**src/rtl/syn_ram_bank.sv**
```systemverilog
// ---------------------------------------------------------------------------
// syn_ram_bank
// Single-clock RAM bank with byte-lane writes, a registered read port and a
// self-clearing sweep that fills every word with INIT_VALUE. The sweep runs
// out of reset and on request; user accesses during the sweep are dropped
// and flagged on err.
//
// Parameters
//   DATA_WIDTH : word width in bits (multiple of 8)
//   ADDR_WIDTH : address width, DEPTH = 2**ADDR_WIDTH
//   RDW_MODE   : same-address read-during-write, 0 = old data, 1 = new data
//   INIT_VALUE : value written to every word by the clear sweep
//
// Ports
//   clk      : rising-edge clock
//   rst      : asynchronous active-high reset
//   init_req : request a full-memory clear sweep
//   busy     : clear sweep in progress
//   wr_en    : write strobe
//   wr_be    : byte-lane write enables (bit k -> data[8k+7:8k])
//   wr_addr  : write address
//   wr_data  : write data
//   rd_en    : read strobe
//   rd_addr  : read address
//   rd_data  : registered read data
//   rd_valid : one-cycle pulse, rd_data valid
//   err      : one-cycle pulse, access attempted while busy
// ---------------------------------------------------------------------------
module syn_ram_bank #(
    parameter int                    DATA_WIDTH = 16,
    parameter int                    ADDR_WIDTH = 4,
    parameter int                    RDW_MODE   = 0,
    parameter logic [DATA_WIDTH-1:0] INIT_VALUE = '0
) (
    input  logic                    clk,
    input  logic                    rst,
    input  logic                    init_req,
    output logic                    busy,
    input  logic                    wr_en,
    input  logic [DATA_WIDTH/8-1:0] wr_be,
    input  logic [ADDR_WIDTH-1:0]   wr_addr,
    input  logic [DATA_WIDTH-1:0]   wr_data,
    input  logic                    rd_en,
    input  logic [ADDR_WIDTH-1:0]   rd_addr,
    output logic [DATA_WIDTH-1:0]   rd_data,
    output logic                    rd_valid,
    output logic                    err
);

    localparam int                    DEPTH     = 2 ** ADDR_WIDTH;
    localparam int                    NUM_LANES = DATA_WIDTH / 8;
    localparam logic [ADDR_WIDTH-1:0] LAST_ADDR = '1;

    typedef enum logic {
        IDLE  = 1'b0,
        CLEAR = 1'b1
    } state_t;

    state_t                  r_state;
    logic                    r_busy;
    logic [ADDR_WIDTH-1:0]   r_clr_addr;
    logic [DATA_WIDTH-1:0]   r_rd_data;
    logic                    r_rd_valid;
    logic                    r_err;
    logic [DATA_WIDTH-1:0]   r_mem [DEPTH];

    logic [DATA_WIDTH-1:0]   w_old_word;
    logic [DATA_WIDTH-1:0]   w_merged;
    logic                    w_mem_we;
    logic [ADDR_WIDTH-1:0]   w_mem_addr;
    logic [DATA_WIDTH-1:0]   w_mem_wdata;

    // Merge the new write data into the stored word lane by lane. The same
    // merged word feeds the memory and the write-first read bypass.
    always_comb begin
        w_old_word = r_mem[wr_addr];
        w_merged   = w_old_word;
        for (int k = 0; k < NUM_LANES; k++) begin
            if (wr_be[k]) begin
                w_merged[8*k +: 8] = wr_data[8*k +: 8];
            end
        end
    end

    // The sweep owns the write port while clearing; user writes only get
    // through in IDLE and only when at least one lane is enabled.
    always_comb begin
        w_mem_we    = 1'b0;
        w_mem_addr  = wr_addr;
        w_mem_wdata = w_merged;
        if (r_state == CLEAR) begin
            w_mem_we    = 1'b1;
            w_mem_addr  = r_clr_addr;
            w_mem_wdata = INIT_VALUE;
        end else if (wr_en && (|wr_be)) begin
            w_mem_we = 1'b1;
        end
    end

    // Storage has no reset; it is emptied by the sweep instead. Writes are
    // suppressed while rst is held so an aborted sweep leaves no side effects.
    always_ff @(posedge clk) begin
        if (!rst && w_mem_we) begin
            r_mem[w_mem_addr] <= w_mem_wdata;
        end
    end

    // Control FSM with registered outputs. Reset parks the FSM in CLEAR at
    // address 0 so the sweep starts on the first edge after release.
    always_ff @(posedge clk or posedge rst) begin
        if (rst) begin
            r_state    <= CLEAR;
            r_busy     <= 1'b1;
            r_clr_addr <= '0;
            r_rd_data  <= '0;
            r_rd_valid <= 1'b0;
            r_err      <= 1'b0;
        end else begin
            r_rd_valid <= 1'b0;
            r_err      <= 1'b0;
            case (r_state)
                IDLE: begin
                    if (rd_en) begin
                        r_rd_valid <= 1'b1;
                        // Write-first bypass returns the merged word on a
                        // same-address collision; otherwise the stored word.
                        if ((RDW_MODE != 0) && wr_en && (wr_addr == rd_addr)) begin
                            r_rd_data <= w_merged;
                        end else begin
                            r_rd_data <= r_mem[rd_addr];
                        end
                    end
                    if (init_req) begin
                        r_state    <= CLEAR;
                        r_busy     <= 1'b1;
                        r_clr_addr <= '0;
                    end
                end
                CLEAR: begin
                    r_err      <= wr_en | rd_en;
                    r_clr_addr <= r_clr_addr + 1'b1;
                    if (r_clr_addr == LAST_ADDR) begin
                        r_state <= IDLE;
                        r_busy  <= 1'b0;
                    end
                end
                default: begin
                    r_state <= IDLE;
                    r_busy  <= 1'b0;
                end
            endcase
        end
    end

    assign busy     = r_busy;
    assign rd_data  = r_rd_data;
    assign rd_valid = r_rd_valid;
    assign err      = r_err;

endmodule

```
**config.mk**
```make
export PLATFORM = sky130hd
export DESIGN_NAME = syn_ram_bank
export DESIGN_NICKNAME = d
export VERILOG_FILES = /design/src/rtl/syn_ram_bank.sv
export SDC_FILE = /design/constraint.sdc
export NUM_CORES = 1
export LEC_CHECK = 0
export BUFFER_PORTS_ARGS = -buffer_cell sky130_fd_sc_hd__buf_2
export CELL_PAD_IN_SITES_DETAIL_PLACEMENT = 1
export CELL_PAD_IN_SITES_GLOBAL_PLACEMENT = 2
export CORE_MARGIN = 4
export CORE_UTILIZATION = 40
export DETAILED_ROUTE_END_ITERATION = 10
export GPL_ROUTABILITY_DRIVEN = 0
export PLACE_DENSITY_LB_ADDON = 0.1
export SYNTH_ARGS = -nofsm -noshare
export SYNTH_HDL_FRONTEND = slang
export SYNTH_SLANG_ARGS = --single-unit
```
**constraint.sdc**
```tcl
create_clock -name clk -period 2.2 [get_ports clk]
set_input_delay 0.11 -clock clk [delete_from_list [all_inputs] [get_ports clk]]
set_output_delay 0.11 -clock clk [all_outputs]
set_load 0.01 [all_outputs]
```
==> impl_metrics.csv <==
group,metric,value,unit
outcome,status,"completed",
setup_path,worstSetupPathType,"flop to flop",
synth,netlist_area,0.01331,mm^2
routing,via_count,8965,
finish,multiInputGateArea,0.004666,mm^2
synth,yosysUniqueCellTypes,30,
finish,syn_to_final_growth,18.85,%
hold_path,whs_path_depth,4,
sta,maxSlewHeadroom,50.14,%
place,dpl.hpwl,27570,um
place,port_buffers,49,
floorplan,core-area,0.03270,mm^2
floorplan,die_y,190.4,um
floorplan,die_area,0.03627,mm^2
setup_path,end_kind,"flop",
finish,regArea,0.008290,mm^2
finish,layout-drive-gt1-share,18.91,%
setup_path,cp.required,2450,ps
sta,finalSetupViolCount,0,
finish,final_area,0.01582,mm^2
clock_tree,cts_max_level,1,
synth,ys_seq_elements,280,
power_and_ir_drop,leakagePower,6.131,nW
sta,period_share,92.62,%
setup_path,worstSetupStartpoint,"r_state",
setup_path,cp-start-kind,"flop",
clock_tree,post_cts_buffers,0,
power_and_ir_drop,power.total,14.98,mW
routing,drt_iter0_markers,624,
synth,syn_nets,1011,
place,dp_cells,1490,
power_and_ir_drop,p_per_area,946.4,mW/mm^2
clock_tree,cts.clk_slew.worst_paths,60,ps
sta,tightest_slew,744.5,ps
sta,maxSlewViolCount,0,
finish,stdcell_count,1558,
hold_path,hp-class,"input port to flop",
grt,globalRouteOverflowTotal,0,
clock_tree,cts-buffers-inserted,31,
clock_tree,cts_tree,"yes",
synth,synth_area_per_cell,13.60,um^2
finish,fillers,3317,
floorplan,initial_core_util,40.71,%
sta,min_period,2038,ps
clock_tree,clock-sinks,280,
synth,synth_cells,979,
grt,grtUsageTotal,23.97,%
routing,drt_first_pass_iters,5,
sta,hold_violations,0,
sta,whs,26.73,ps
hold_path,min-delay-start,"rd_en",
sta,rsz0062_at_grt,"false",
synth,ys_seq_area_share,62.27,%
routing,via_per_inst,5.754,
finish,finish.net_count,1123,
setup_path,reg2reg_depth,5,
routing,avgRoutedWirePerCell,27.96,um
sta,fin_skew,11.64,ps
setup_path,cp_max_fo,12,
floorplan,die_width,190.4,um
sta,max_freq,0.4908,GHz
grt,grt_max_degree,37,
routing,ant_nets,0,
clock_tree,clock-root-buffer,"clkbuf_16",
clock_tree,clock_latency,570,ps
grt,grt_pass1_vias,9370,
synth,ys_warn_count,0,
clock_tree,clock_path_buffers,3,
setup_path,crit_arrival,2290,ps
routing,drc_errors,0,
finish,final_cell_mix,"mux2i_1, edfxtp_1, a22oi_1",
job,max_cap_violations,0,
grt,grt_antenna_before_repair,0,
setup_path,r2r-start,"r_state",
sta,setup_tns,0,ps
place,placed_area,0.01476,mm^2
grt,grt_pass1_wl,64090,um
finish,diodes,0,
floorplan,rows,66,
floorplan,ios,50,
routing,routed_wl,43560,um
power_and_ir_drop,vdd_drop_max,0.8916,mV
[worst max-delay path, cell delays in order (launching register included)]
cell,delay (ps)
dfstp_2,590
inv_1,150
a21oi_2,240
o21ai_1,240
nor2_2,190
buf_4,280
[cell usage after synthesis, drive strengths merged]
| master | number | share of area [%] |
|---|---|---|
| edfxtp | 256 | 58 |
| mux2i | 256 | 19 |
| a22oi | 96 | 5.4 |
| nand2 | 87 | 2.5 |
| nand3 | 83 | 3.1 |
| buf | 52 | 2.6 |
| nor2 | 27 | 0.78 |
| dfrtp | 22 | 4.1 |
| a21oi | 20 | 0.75 |
| clkbuf | 19 | 0.65 |
| nand4 | 16 | 0.75 |
| o21ai | 10 | 0.38 |
| nor2b | 6 | 0.28 |
| nor3 | 6 | 0.23 |
| nor3b | 5 | 0.28 |
| inv | 4 | 0.11 |
| a31oi | 3 | 0.14 |
| and2 | 3 | 0.14 |
| dfstp | 2 | 0.39 |
| or3b | 2 | 0.13 |
| a41oi | 1 | 0.066 |
| and3 | 1 | 0.047 |
| ha | 1 | 0.094 |
| nand2b | 1 | 0.047 |
[final timing paths]
| check | endpoint | slack [ps] |
|---|---|---|
| setup / recovery | r_mem[12][9] | 160 |
| hold / removal | rd_valid | 30 |
| setup reg to reg | r_mem[12][9] | 160 |
| hold reg to reg | rd_data[3] | 470 |
| max in group asynchronous | busy | 1570 |
| min in group asynchronous | r_clr_addr[0] | 270 |
[repair_timing]
item	in CTS	in global routing
gates resized for setup	1	4
hold buffers	10	0
setup endpoints to repair	3	211
endpoints found under the hold margin	66	0
[metrics by stage]
| stage | util, % | worst slack (ps) |
|---|---|---|
| after floorplan | - | -52.53 |
| after global placement | 45.13 | 57.64 |
| after detailed placement | 45.13 | 4.458 |
| after CTS | 48.37 | 8.387 |
| after global routing | 48.39 | 62.24 |
| final | 48.39 | 162.4 |
[sequential cells by signal (all words and copies together) (netlist names)]
register,cells
busy,1
err,1
r_clr_addr,4
r_mem,256
r_state,1
rd_data,16
rd_valid,1
[where the power goes]
| part | internal [mW] | switching (mW) | total, mW | leakage (nW) |
|---|---|---|---|---|
| Combinational | 1.04 | 1.88 | 2.92 | 3.00 |
| Clock | 2.82 | 2.12 | 4.94 | 0.454 |
| Sequential | 6.72 | 0.388 | 7.11 | 2.67 |
[final cells by class]
cell class                      instances  area share, %
Sequential cell                       280          52.39
Multi-Input combinational cell        624          29.49
Timing Repair Buffer                  150          8.476
Clock buffer                           38          5.068
Tap cell                              442          3.495
Clock inverter                         20         0.9884
Inverter                                4        0.09488
[per-layer routing]
metal | track usage (%) | part of all wire [%]
met3 | 3.973 | 4.6
met5 | 0 | 0
met4 | 4.171 | 1.7
met1 | 35.27 | 48
met2 | 38.27 | 46
[cell families (layout without fill, tap and decap cells)]
kind of cell,Yosys count,after routing,share of synthesized area [%]
buffers and inverters,75,212,3.383
DFF,280,280,62.27
AOI/OAI and AO/OA,130,130,6.748
muxes,256,256,19.25
adders and majority gates,1,1,0.09396
and+or+nand+nor,237,237,8.261
Power figures use the tool's default switching activity.
